## config.mk

```make
export PLATFORM = sky130hd
export DESIGN_NAME = uart_rx
export DESIGN_NICKNAME = d
export VERILOG_FILES = /design/src/rtl/uart_rx.sv
export SDC_FILE = /design/constraint.sdc
export NUM_CORES = 1
export LEC_CHECK = 0
export ABC_AREA = 1
export BUFFER_PORTS_ARGS = -buffer_cell sky130_fd_sc_hd__buf_2
export CORE_MARGIN = 2
export CORE_UTILIZATION = 55
export CTS_CLUSTER_SIZE = 20
export DETAILED_ROUTE_END_ITERATION = 7
export PLACE_DENSITY = 0.72
export SETUP_SLACK_MARGIN = 0.4
export SLEW_MARGIN = 10
export SYNTH_ARGS = -nofsm -noshare
export SYNTH_HDL_FRONTEND = slang
export SYNTH_SLANG_ARGS = --single-unit
```

## constraint.sdc

```tcl
create_clock -name clk -period 1.6 [get_ports clk]
set_input_delay 0.24 -clock clk [delete_from_list [all_inputs] [get_ports clk]]
set_output_delay 0.24 -clock clk [all_outputs]
set_load 0.05 [all_outputs]
```

## src/rtl/uart_rx.sv

```systemverilog
// UART 8N1 receiver: mid-bit sampling of a synchronized rx line.
// Define UART_RX_FRAME_ERR_EN to add the rx_frame_err stop-bit check.
module uart_rx #(
  parameter int DIV_RATE  = 260,
  parameter int DIV_CNT_W = 9
) (
  input  logic       clk,
  input  logic       reset,
  input  logic       rx,
  output logic       rx_busy,
  output logic       rx_end,
`ifdef UART_RX_FRAME_ERR_EN
  output logic       rx_frame_err,
`endif
  output logic [7:0] rx_data
);

  typedef enum logic [1:0] {
    IDLE,
    START,
    DATA,
    STOP
  } state_t;

  localparam logic [DIV_CNT_W-1:0] HALF_M1 =
    DIV_CNT_W'(DIV_RATE / 2 - 1);
  localparam logic [DIV_CNT_W-1:0] FULL_M1 =
    DIV_CNT_W'(DIV_RATE - 1);

  logic                 sync1;
  logic                 rx_s;
  state_t               state;
  logic [DIV_CNT_W-1:0] div_cnt;
  logic [2:0]           bit_cnt;
  logic [7:0]           sh;
  // Blocks re-triggering on a line that stayed low after a frame (break).
  logic                 seen_one;

  // Two-flop synchronizer; resets to mark so no false start edge appears.
  always_ff @(posedge clk or negedge reset) begin
    if (!reset) begin
      sync1 <= 1'b1;
      rx_s  <= 1'b1;
    end else begin
      sync1 <= rx;
      rx_s  <= sync1;
    end
  end

  // Frame FSM with registered busy/end/data outputs.
  always_ff @(posedge clk or negedge reset) begin
    if (!reset) begin
      state    <= IDLE;
      div_cnt  <= '0;
      bit_cnt  <= '0;
      sh       <= '0;
      seen_one <= 1'b0;
      rx_busy  <= 1'b0;
      rx_end   <= 1'b0;
      rx_data  <= '0;
`ifdef UART_RX_FRAME_ERR_EN
      rx_frame_err <= 1'b0;
`endif
    end else begin
      rx_end <= 1'b0;
`ifdef UART_RX_FRAME_ERR_EN
      rx_frame_err <= 1'b0;
`endif
      unique case (state)
        IDLE: begin
          if (rx_s) begin
            seen_one <= 1'b1;
          end else if (seen_one) begin
            state   <= START;
            div_cnt <= '0;
            rx_busy <= 1'b1;
          end
        end
        START: begin
          if (div_cnt == HALF_M1) begin
            div_cnt <= '0;
            if (rx_s) begin
              state   <= IDLE;
              rx_busy <= 1'b0;
            end else begin
              state   <= DATA;
              bit_cnt <= '0;
            end
          end else begin
            div_cnt <= div_cnt + 1'b1;
          end
        end
        DATA: begin
          if (div_cnt == FULL_M1) begin
            div_cnt <= '0;
            sh      <= {rx_s, sh[7:1]};
            if (bit_cnt == 3'd7) begin
              state <= STOP;
            end else begin
              bit_cnt <= bit_cnt + 1'b1;
            end
          end else begin
            div_cnt <= div_cnt + 1'b1;
          end
        end
        STOP: begin
          if (div_cnt == FULL_M1) begin
            div_cnt  <= '0;
            state    <= IDLE;
            rx_busy  <= 1'b0;
            seen_one <= rx_s;
`ifdef UART_RX_FRAME_ERR_EN
            if (rx_s) begin
              rx_end  <= 1'b1;
              rx_data <= sh;
            end else begin
              rx_frame_err <= 1'b1;
            end
`else
            rx_end  <= 1'b1;
            rx_data <= sh;
`endif
          end else begin
            div_cnt <= div_cnt + 1'b1;
          end
        end
        default: begin
          state   <= IDLE;
          rx_busy <= 1'b0;
        end
      endcase
    end
  end

endmodule
```

==> Yosys cells after proc, flatten, opt, wreduce, memory -nomap -nowiden <==
Cells that the tools add are included.
{ "totals": {"regBits": 35, "in_bits": 3, "output_inout_bits": 10} }
{ "op_classes": {"n_mux": 29, "n_addsub": 2, "eq_ne": 16, "n_reduce_logical": 12} }
{ "op_table": {"columns": ["cell", "n"], "rows": [
  ["2-to-1 mux 9 bit", 4],
  ["case mux 9 bit (3 select lines)", 1],
  ["!= test 2 bit, second input constant", 10],
  ["2-to-1 mux 2 bit", 7],
  ["2-to-1 mux 3 bit", 4],
  ["AND reduction 6 bit", 2],
  ["adder 9 x 1 -> 9 bit, second input constant", 1],
  ["== test 9 x 8 -> 1 bit, second input constant", 1],
  ["== test 9 bit, second input constant", 1],
  ["2-to-1 mux 1 bit", 9],
  ["case mux 2 bit (4 select lines)", 1],
  ["case mux 3 bit (2 select lines)", 1],
  ["AND reduction 2 bit", 3],
  ["AND reduction 5 bit", 1],
  ["== test 2 bit, second input constant", 2],
  ["nonzero test 2 bit", 2],
  ["adder 3 x 1 -> 3 bit, second input constant", 1],
  ["== test 3 bit, second input constant", 1],
  ["case mux 1 bit (3 select lines)", 1],
  ["AND reduction 3 bit", 1],
  ["nonzero test 3 bit", 1],
  ["== test 2 x 1 -> 1 bit, second input constant", 1],
  ["logical NOT 2 bit", 1],
  ["case mux 1 bit (2 select lines)", 1],
  ["OR reduction 2 bit", 1]
]} }

==> Depth between registers and ports, before layout <==
Gate-level depths: netlist (run 1).
{ "logic_depth": {"depth_word": 4, "mapped_depth": 10, "mapped_depth_nobuf": 10} }

==> Least setup slack after synthesis (run 1) <==
No wires, ideal clock.
{ "synth_timing": {"kind": "reg2reg", "start": "register div_cnt[0]", "end": "register rx_data[3]", "synth_period_minus_slack_ns": 1.397, "path_slack_ns": 0.203, "path_buffers": 1, "setup_ns": 0.119, "arrival_time_ns": 1.278, "stages_incl_launch_ff": 10, "cell_sequence": "dfrtp_1 > ha_1 > nand2_2 > nor2_2 > nand2_2 > nor2_4 > inv_2 > buf_6 > nand2_2 > o21ai_2"} }
{ "synth_between": {"elab_chain_cells": 2} }
{ "synth_rtl": {"columns": ["item", "line_no", "rtl"], "rows": [
  ["start, declared", "33", "logic [DIV_CNT_W-1:0] div_cnt;"],
  ["start signal, assigned", "90", "div_cnt <= div_cnt + 1'b1;"],
  ["start signal, assigned", "103", "div_cnt <= div_cnt + 1'b1;"],
  ["start signal, assigned", "124", "div_cnt <= div_cnt + 1'b1;"],
  ["== test 9 bit", "107", "if (div_cnt == FULL_M1) begin"],
  ["AND reduction 2 bit (no line)", null, null],
  ["end signal, assigned", "121", "rx_data <= sh;"],
  ["end, declared", "15", "output logic [7:0] rx_data"]
]} }
Every way passes these cells.
A chain may end at the register's enable or synchronous reset.

==> Worst setup path after layout (run 1) <==
{ "layout_timing": {"start": "register div_cnt[1]", "end": "register bit_cnt[2]"} }
{ "layout_between": {"elab_chain_cells": 3} }
{ "layout_rtl": {"columns": ["item", "line_no", "rtl"], "rows": [
  ["== test 9 bit / == test 9 x 8 -> 1 bit (equally long branches)", "94, 80", null],
  ["!= test 2 bit (no line)", null, null],
  ["AND reduction 5 bit (no line) *", null, null],
  ["end signal, assigned", "100", "bit_cnt <= bit_cnt + 1'b1;"],
  ["end, declared", "34", "logic [2:0] bit_cnt;"]
]} }
Every way passes the cells marked *; elsewhere a longest branch is shown, timed or not.

==> results of run 1 <==
-- power groups by stage --
stage          clock network [mW]  logic (mW)  registers, mW
4_1_cts                     0.796       0.941           1.14
3_5_place_dp                    0       0.786           1.13
6_report                    0.779        1.09           1.14
2_1_floorplan                   0       0.592           1.14
3_3_place_gp                    0       0.761           1.12
5_1_grt                     0.835        1.22           1.16
-- metal layers --
metal  global-route usage  vias to the layer above
met5                    0                        -
met1                0.272                      648
met4               0.0698                        0
met3               0.0584                        6
li1                     -                      699
met2                0.354                       24
-- registers in the layout, summed over array words and instances (netlist names), named ones only --
signal	count
div_cnt	9
state	1
seen_one	1
sync1	1
rx_s	1
rx_busy	1
bit_cnt	3
sh	8
rx_data	8
rx_end	1
-- placed cells by master, fill, tap and decap left out, types with 2 or more instances in the layout --
master / n
buf_2: 2
buf_4: 10
buf_6: 10
bufinv_16: 2
clkbuf_4: 6
dfrtp_1: 31
dfrtp_2: 2
dfstp_2: 2
dlygate4sd3_1: 2
ha_2: 2
ha_4: 2
inv_1: 18
inv_2: 8
nand2_1: 46
nand2_2: 11
nand2_4: 2
nand3_1: 5
nand3_2: 3
nand4_1: 2
nor2_1: 15
nor2_2: 4
nor2_4: 3
o21ai_0: 7
o21ai_1: 16
o21ai_2: 9
xor2_1: 2
-- metrics by stage --
stage | cell area [µm²] | total power, mW | worst slack (ns) | hold slack, ns | instances
6_report | 2180 | 3.02 | 0.121 | 0.368 | 265
5_1_grt | 2180 | 3.21 | 0.0481 | 0.374 | 265
3_5_place_dp | 1820 | 1.92 | 0.0816 | 0.295 | 245
3_3_place_gp | 1820 | 1.89 | 0.106 | 0.292 | 245
2_1_floorplan | 1730 | 1.73 | 0.217 | -0.0556 | 201
4_1_cts | 2080 | 2.88 | 0.189 | 0.370 | 262
-- layout make-up --
| class | instances | area (µm²) | share of cell area |
|---|---|---|---|
| Tap cell | 33 | 41.3 | 0.0189 |
| Timing Repair Buffer | 25 | 225 | 0.103 |
| Inverter | 28 | 113 | 0.0516 |
| Sequential cell | 35 | 881 | 0.403 |
| Multi-Input combinational cell | 136 | 822 | 0.377 |
| Clock inverter | 2 | 60.1 | 0.0275 |
| Clock buffer | 6 | 41.3 | 0.0189 |
-- cells by family after synthesis --
logic type,Yosys count,share of synthesized area
DFF,35,0.514
xor gates and xnor gates,3,0.0154
and+or+nand+nor,95,0.247
buffers and inverters,30,0.0746
AOI/OAI and AO/OA,34,0.121
adders and majority gates,4,0.0293
-- what timing repair did --
item / in CTS / in global routing
hold endpoints to repair: 34 / 0
endpoints found under the setup margin: 41 / 42
pin swaps: 15 / 13
gates resized for setup: 28 / 24
cloned: 0 / 0
setup buffers: 7 / 3
hold buffers: 2 / 0
-- worst paths after layout --
check	endpoint	slack (ns)	cells after the start
min in group asynchronous	div_cnt[4]	0.43	3
hold / removal	rx_s	0.37	0
setup reg to reg	bit_cnt[2]	0.12	9
setup / recovery	bit_cnt[2]	0.12	9
max in group asynchronous	sync1	0.81	3
hold reg to reg	rx_s	0.37	0
-- critical path, cell delays in order, from the launching register on --
cell and delay (ns):
dfrtp_1 0.41, buf_4 0.14, ha_4 0.13, nand2_2 0.06, nor2_2 0.12, nand2_2 0.09
nand2_1 0.14, nand3_4 0.12, nand2_1 0.09, o21ai_1 0.06
==> key figures, run 1 <==
Outcome
  – Status: finished clean

Synthesis
  – Register area share after synthesis: 0.514
  – Cell variety after synth: 22
  – Async set-reset flop share out of synthesis: 1.00
  – Syn Nets: 208
  – Synth area leaders: dfrtp_1 (48%), nand2_1 (12%), inv_1 (4.8%)
  – Most frequent cells after synthesis: nand2_1 (53), dfrtp_1 (33), inv_1 (22)
  – Number of flops mapped to enable cells by yosys: 0
  – Synth top area share: 0.483
  – Top FF cell, synth: dfrtp_1
  – Yosys Warn Count: 0
  – Synth area leader: dfrtp_1
  – #FFs+latches synth: 35
  – Syn avg cell area: around 8.5 µm²
  – Cell Area, Synth: roughly 1700 µm²
  – Post-synthesis instance total: approximately 200
  – Most common cell in the netlist: nand2_1

Run
  – Max-cap violations: 0

Route
  – Routed wl met3: 148 µm
  – Routed Antenna Nets: 0
  – Drt pass-1 iters: 4
  – Via Count: 1377
  – Remaining DRCs: 0
  – Drt initial violations: 95
  – WL met2: approximately 1700 µm
  – M1 wire length: around 1500 µm
  – Via-per-instance ratio: 5.20
  – Drt wl/cell: 12.9 µm
  – Final wirelength: 3410 µm
  – Highest metal used: met4

Placement
  – Port buffer count: 12
  – DP HPWL: 2290 µm
  – GP Congestion: about 0.9

Setup path
  – Setup Crit Path Kind: reg -> reg
  – Crit path required time: roughly 1.8 ns
  – Endpoint class of the critical path: register
  – Worst flop-to-flop path startpoint: div_cnt[1]
  – Worst Setup SP: div_cnt[1]
  – CP startpoint kind: register
  – Arrival time worst endpoint: between 1.5 and 2 ns
  – Crit path max fanout: 5

Floorplan
  – Die X-Extent: 59.8 µm
  – Die ar.: between 3000 and 4000 µm²
  – Die Ht: 59.8 µm
  – Site Rows: 20
  – Starting Density: 0.570
  – I/O pin total: 13
  – Core Area: 3000 µm²

Global routing
  – Vias in the first global route: between 1k and 1.5k
  – First-pass GRT wire length: between 5000 and 6000 µm
  – Antenna violations before repair: 0
  – Grt ovf: 0
  – Largest net degree at the start of global routing: 36
  – GRT Total Usage: 0.215

Timing
  – Slew HR: 0.718
  – Final min period: approximately 1.5 ns
  – Fin Setup TNS: 0 ns
  – Fmax: about 0.68 GHz
  – Final Hold Viols: 0
  – Fin Clk Skew: ~0.016 ns
  – Setup-failing EPs final: 0
  – Fin. max-slew vios: 0
  – RSZ-0062 raised after global routing: yes
  – Worst Tran Pin Value: between 0.4 and 0.5 ns
  – Final period util: 0.925

Finish
  – Final nets: around 240
  – Final Util: 0.727
  – N_diodes: 0
  – Share of layout cells above drive strength 1: 0.358
  – Area Growth Syn to Fin: 27.7%
  – Fill count: approximately 220

Worst hold path
  – Hold path start: sync1
  – Worst min path class: reg -> reg

Clocking
  – CTS Root Cell: clkbuf_4
  – CTS tree: built
  – H-tree Lvls: 2
  – Clock sink total: 35
  – Clock Latency Late Sink: between 0.3 and 0.4 ns
  – Max clock buf depth: 2
  – CTS clk-pin slew, worst paths: around 0.10 ns
  – CTS buffer count: 5

Power
  – IR drop worst, VDD: roughly 0.88 mV
  – Power density over the cells: 1380 nW/µm²
  – Leak: slightly above 1 nW
  – Flop pwr share: 0.379
  – Int Pwr: ~1.9 mW
  – Switch Pwr: 1.10 mW
  – Comb pwr share: 0.363
  – Switch share: 0.366
  – Clk pwr share: 0.258
Power figures use the tool's default switching activity.
==> inputs of run 2 (changes only) <==
Settings changed: ABC_AREA 1 to unset, CORE_UTILIZATION 55 to 53.
Clock period 1.6 ns to 1.3 ns, I/O delays scaled along.
==> run 2 against run 1 <==
Against the previous run: the flow now finishes with violations (setup timing); clock power is 24% lower; global-route usage increased by 4.7 points; maximum frequency fell by 14%; synthesized cell count shrank 22%; final cell count shrank 3.8%; clock skew decreased by 0.0040 ns; routed wire length rose by 23%; die area up 5.5%; power grew 9.3%; non-clock buffer count grew 29; clock-buffer cell count is 1 lower; first-iteration DRC count down 23%; critical path type unchanged.
==> key figures, run 2 <==
Finish
  – N_diodes: 0
  – Storage element area: about 880 µm²
  – Max reg flops: 9
  – Fill count: just over 200
  – Largest register by flop count: div_cnt
  – Final std cells w/o fill: around 260
  – Fin area: between 2000 and 2500 µm²
  – Final nets: 217
  – Multi-input gate area: ~900 µm²
  – Area Growth Syn to Fin: 38.6%
  – Share of layout cells above drive strength 1: 0.493
  – Most frequent cells in the layout: buf_4 (31), dfrtp_1 (29), nand2_1 (18)
  – Commonest non-fill, non-tap cell in the layout: buf_4
  – Biggest regs: div_cnt (9), rx_data (8), sh (8)

Setup path
  – Endpoint class of the critical path: register
  – Arrival time worst endpoint: ~2 ns
  – CP startpoint kind: register
  – Crit path required time: around 1.5 ns
  – Setup Crit Path Kind: reg -> reg
  – Crit path max fanout: 4

Global routing
  – Grt ovf: 0
  – Antenna violations before repair: 0
  – Vias in the first global route: 1445
  – Largest net degree at the start of global routing: 22
  – GRT Total Usage: 0.261
  – First-pass GRT wire length: 7030 µm

Synthesis
  – Post-synthesis instance total: ~160
  – Cell Area, Synth: 1750 µm²
  – Cell variety after synth: 43
  – Synth area leader: dfrtp_1
  – Syn Nets: 164
  – Register area share after synthesis: 0.503
  – Synth area leaders: dfrtp_1 (47%), mux2_2 (10%), nand2_1 (4.3%)
  – Synth top area share: 0.473
  – Top FF cell, synth: dfrtp_1
  – Syn avg cell area: around 11 µm²
  – Yosys Warn Count: 0
  – Most common cell in the netlist: dfrtp_1
  – Number of flops mapped to enable cells by yosys: 0
  – #FFs+latches synth: 35
  – Most frequent cells after synthesis: dfrtp_1 (33), nand2_1 (20), mux2_2 (16)
  – Async set-reset flop share out of synthesis: 1.00

Timing
  – Fin Setup TNS: -10.78 ns
  – Final min period: about 1.7 ns
  – RSZ-0062 raised after global routing: yes
  – Fmax: about 0.6 GHz
  – Setup-failing EPs final: 33
  – Worst Tran Pin Value: ~0.4 ns
  – Slew HR: 0.731
  – Final period util: 1.32
  – Fin Clk Skew: 0.0119 ns
  – Final WS setup: -0.417 ns
  – Final Hold Viols: 0
  – Fin. max-slew vios: 0

Clocking
  – CTS buffer count: 5
  – H-tree Lvls: 2
  – CTS tree: built
  – Max clock buf depth: 2
  – Clock Latency Late Sink: roughly 0.34 ns
  – CTS Root Cell: clkbuf_4
  – CTS clk-pin slew, worst paths: around 0.12 ns
  – Clock sink total: 35

Route
  – Drt initial violations: between 70 and 80
  – Remaining DRCs: 0
  – Drt pass-1 iters: 4
  – Via-per-instance ratio: between 5 and 6
  – Final wirelength: 4200 µm
  – Routed Antenna Nets: 0
  – Drt wl/cell: 16.5 µm
  – Via Count: approximately 1.4k

Power
  – Leak: 1.15 nW
  – IR drop worst, VDD: roughly 1 mV
  – Final Power: 3.30 mW
  – Power density over the cells: between 1000 and 1500 nW/µm²

Floorplan
  – Core Area: 3100 µm²
  – Site Rows: 20
  – I/O pin total: 13
  – Die X-Extent: roughly 60 µm
  – Die Ht: about 61 µm
  – Die ar.: roughly 3800 µm²
  – Starting Density: 0.563

Outcome
  – Status: finished, violations left
  – Violated checks: setup timing

Placement
  – DP HPWL: around 2700 µm
  – Area post-placement: 2080 µm²
  – GP Congestion: a little over 0.8
  – Inst Count DP: about 240
  – Port buffer count: 12

Worst hold path
  – Worst min path class: in -> async

Run
  – Max-cap violations: 0
==> run 2: cell types whose count changed after synthesis, moves of 4 or more <==
cell     change
buf_2        +4
inv_1       -15
inv_2        -6
mux2_2      +16
nand2_1     -33
nand2_2      -7
nand3_1      -4
nor2_1      -10
o21ai_1     -12
o21ai_2      -9
==> run 2: path summary, 6_finish.rpt <==
path | from | end | slack [ns] | depth (start not counted)
worst max register to register | div_cnt[3] | bit_cnt[0] | -0.42 | 4
worst max-delay path | div_cnt[3] | bit_cnt[0] | -0.42 | 4
max in group asynchronous | reset | div_cnt[2] | 0.55 | 3
worst min-delay path | reset | div_cnt[8] | 0.29 | 2
min in group clk | sync1 | rx_s | 0.36 | 0
worst min register to register | sync1 | rx_s | 0.36 | 0
==> run 2: final cells by class <==
class,count,area share
Multi-Input combinational cell,107,0.373
Sequential cell,35,0.365
Timing Repair Buffer,54,0.204
Tap cell,44,0.0228
Clock buffer,5,0.0155
Inverter,7,0.0109
Clock inverter,3,0.00828
==> run 2: cells by family (layout without fill, tap and decap cells) <==
logic type / after synthesis / in the layout / share of synthesized area
AND/OR/NAND/NOR: 54 / 54 / 0.176
flip-flops: 35 / 35 / 0.503
AO/OA/AOI/OAI: 30 / 30 / 0.123
multiplexers: 19 / 19 / 0.123
buffers and inverters: 15 / 69 / 0.0459
adder cells (fa/ha/maj): 4 / 4 / 0.0287
==> run 2: worst max-delay path, cell delays in order, from the launching register on <==
cell      delay [ns]
dfrtp_2         0.46
or4_4           0.58
nor2_4          0.16
o211ai_4        0.10
mux2_4          0.30
==> run 2: per-stage QoR <==
step / worst slack [ns] / hold WS [ns] / utilization
6_report: -0.417 / 0.293 / 0.779
3_3_place_gp: -0.374 / 0.134 / 0.671
3_5_place_dp: -0.426 / 0.151 / 0.671
4_1_cts: -0.396 / 0.309 / 0.767
5_1_grt: -0.458 / 0.329 / 0.779
2_1_floorplan: -0.370 / -0.101 / -
==> run 2: timing repair <==
| item | CTS | global route |
|---|---|---|
| cloned | 1 | 0 |
| pin swaps | 4 | 2 |
| endpoints found under the setup margin | 43 | 43 |
| hold buffers | 2 | 0 |
| hold endpoints to repair | 13 | 0 |
| gates resized for setup | 47 | 7 |
| buffers inserted | 6 | 3 |
==> run 2: layer usage <==
layer	vias up	part of all wire	global-route usage
met5	-	0	0
met2	50	0.51	0.421
met4	0	0.021	0.0729
met1	695	0.42	0.358
li1	661	-	-
met3	10	0.047	0.0588
==> run 2: power by group <==
part | switching (mW) | internal [mW] | leakage [nW]
logic | 0.661 | 0.701 | 0.660
clock network | 0.389 | 0.206 | 0.0272
registers | 0.144 | 1.19 | 0.461
==> inputs of run 3 (changes only) <==
Settings changed: PLACE_DENSITY 0.72 to 0.74.
==> run 3 against run 2 <==
Against the previous run: the flow still finishes with violations (setup timing); first-iteration DRC count increased by 4.1%; critical path depth increased by 2; setup slack lost 0.034 ns; sequential power barely moved; sequential share of layout area decreased by 0.88 points; die area stayed put; clock power grew 0.7%; register-to-register slack worse by 0.03 ns; routed wire length is 6.9% higher; clock-buffer cell count is the same.
==> key figures, run 3 (same netlist as run 2, synthesis figures left out) <==
Outcome
  – Status: finished, violations left
  – Violated checks: setup timing

Timing
  – Worst Tran Pin Value: 0.387 ns
  – Final min period: 1.75 ns
  – Fmax: approximately 0.57 GHz
  – Fin. max-slew vios: 0
  – Fin Clk Skew: slightly below 0.006 ns
  – Final period util: 1.35
  – WHS: ~0.29 ns
  – Final Hold Viols: 0
  – Setup-failing EPs final: 33
  – RSZ-0062 raised after global routing: yes
  – Slew HR: 0.742
  – Final WS setup: -0.450 ns

Finish
  – Final nets: 216
  – Share of layout cells above drive strength 1: 0.519
  – Max reg flops: 9
  – Commonest non-fill, non-tap cell in the layout: dfrtp_1
  – N_diodes: 0
  – Largest register by flop count: div_cnt
  – Biggest regs: div_cnt (9), rx_data (8), sh (8)
  – Most frequent cells in the layout: dfrtp_1 (31), buf_4 (29), nand2_1 (19)
  – Area Growth Syn to Fin: 41.6%

Setup path
  – Crit path largest cell delay: approximately 0.45 ns
  – CP endpoint: rx_data[2]
  – Worst Setup SP: div_cnt[0]
  – Crit path required time: 1.53 ns
  – CP bufs+invs: 2
  – R2r worst-path depth: 6
  – CP startpoint kind: register
  – Delay-heaviest family, CP: flip-flops
  – Worst flop-to-flop path startpoint: div_cnt[0]
  – Cell breakdown of the critical path: ha_4 -> nor4b_4 -> buf_4 -> nand4_1 -> buf_6 -> mux2_2
  – Endpoint class of the critical path: register
  – Setup Crit Path Kind: reg -> reg
  – Crit path max fanout: 11
  – CP Depth: 6
  – FF-to-FF End: rx_data[2]
  – R2R setup slack: -0.45 ns
  – CP max stage cell: dfrtp_1
  – Arrival time worst endpoint: 1.98 ns

Clocking
  – Max clock buf depth: 2
  – Clock Latency Late Sink: between 0.3 and 0.4 ns
  – CTS tree: built
  – CTS clk-pin slew, worst paths: between 0.1 and 0.15 ns
  – CTS Root Cell: clkbuf_4
  – Clock sink total: 35
  – CTS buffer count: 5
  – H-tree Lvls: 2

Placement
  – Placement Setup Slack: -0.472 ns
  – GP Congestion: just under 0.9
  – Port buffer count: 12
  – DP HPWL: roughly 2600 µm

Run
  – Max-cap violations: 0

Route
  – Final wirelength: between 4000 and 5000 µm
  – Drt initial violations: between 70 and 80
  – Routed wl met3: between 150 and 200 µm
  – Via Count: between 1k and 1.5k
  – Remaining DRCs: 0
  – M1 wire length: 1780 µm
  – Drt pass-1 iters: 4
  – WL met2: 2420 µm
  – Via-per-instance ratio: between 5 and 6
  – Routed Antenna Nets: 0
  – Drt wl/cell: 17.7 µm
  – Highest metal used: met4

Floorplan
  – Site Rows: 20
  – Core Area: around 3100 µm²
  – Die X-Extent: 61.4 µm
  – Die ar.: about 3800 µm²
  – I/O pin total: 13
  – Die Ht: 61.4 µm
  – Starting Density: 0.563

Worst hold path
  – Worst min path class: in -> async

Global routing
  – Vias in the first global route: approximately 1.4k
  – GRT Total Usage: 0.251
  – Grt ovf: 0
  – First-pass GRT wire length: 6590 µm
  – Antenna violations before repair: 0
  – Largest net degree at the start of global routing: 23

Power
  – IR drop worst, VDD: between 0.7 and 0.8 mV
  – Leak: about 1.2 nW
  – Power density over the cells: approximately 1400 nW/µm²
[run 3: cell types whose count changed in the layout (fill, tap and decap cells not counted), sizes merged]
cell / previous run / this run
a31oi: 2 / 3
buf: 52 / 50
[run 3: layer usage]
metal / vias to the layer above / global-route usage
li1: 669 / -
met1: 723 / 0.317
met2: 56 / 0.410
met3: 8 / 0.0588
met4: 0 / 0.119
met5: - / 0
[run 3: where the power goes]
group	leakage [nW]	internal (mW)	switching (mW)
Clock	0.0272	0.206	0.392
Combinational	0.676	0.809	0.784
Sequential	0.464	1.19	0.137
[run 3: worst min path at each step]
stage / from / end / slack, ns / cells after the start
final: reset / div_cnt[8] / 0.29 / 2
after detailed placement: reset / div_cnt[8] / 0.13 / 1
after global placement: reset / div_cnt[5] / 0.13 / 1
after global routing: reset / div_cnt[8] / 0.29 / 2
after floorplan: reset / asynchronous set/reset pin / -0.10 / 0
after CTS: reset / asynchronous set/reset pin / 0.28 / 2
[run 3: worst register-to-register path: stages (launching register included)]
cell and delay (ns):
dfrtp_1 0.45, ha_4 0.17, nor4b_4 0.25, buf_4 0.18, nand4_1 0.13, buf_6 0.19
mux2_2 0.28
[run 3: area by class of cell]
type                       instances  area, µm²
multi-input combinational        108        972
sequential                        35        881
fill                             187        632
timing repair buffer              52        479
tap                               44       55.1
clock buffer                       5       37.5
inverter                           7       26.3
clock inverter                     3       20.0
[run 3: repair_timing]
item | 4_1_cts | 5_1_grt
pin swaps | 3 | 4
endpoints found under the hold margin | 13 | 0
setup buffers | 5 | 5
cloned | 0 | 1
gates resized for setup | 43 | 21
endpoints found under the setup margin | 43 | 43
hold buffers | 2 | 0
[run 3: stage by stage]
step	power, mW	cell area, µm²	std cells	TNS, ns	utilization
2_1_floorplan	2.02	1780	157	-7.69	-
3_3_place_gp	2.37	2070	233	-9.19	0.666
3_5_place_dp	2.41	2070	233	-10.97	0.666
4_1_cts	3.22	2330	248	-11.21	0.752
5_1_grt	3.69	2470	254	-13.27	0.796
6_report	3.52	2470	254	-11.93	0.796
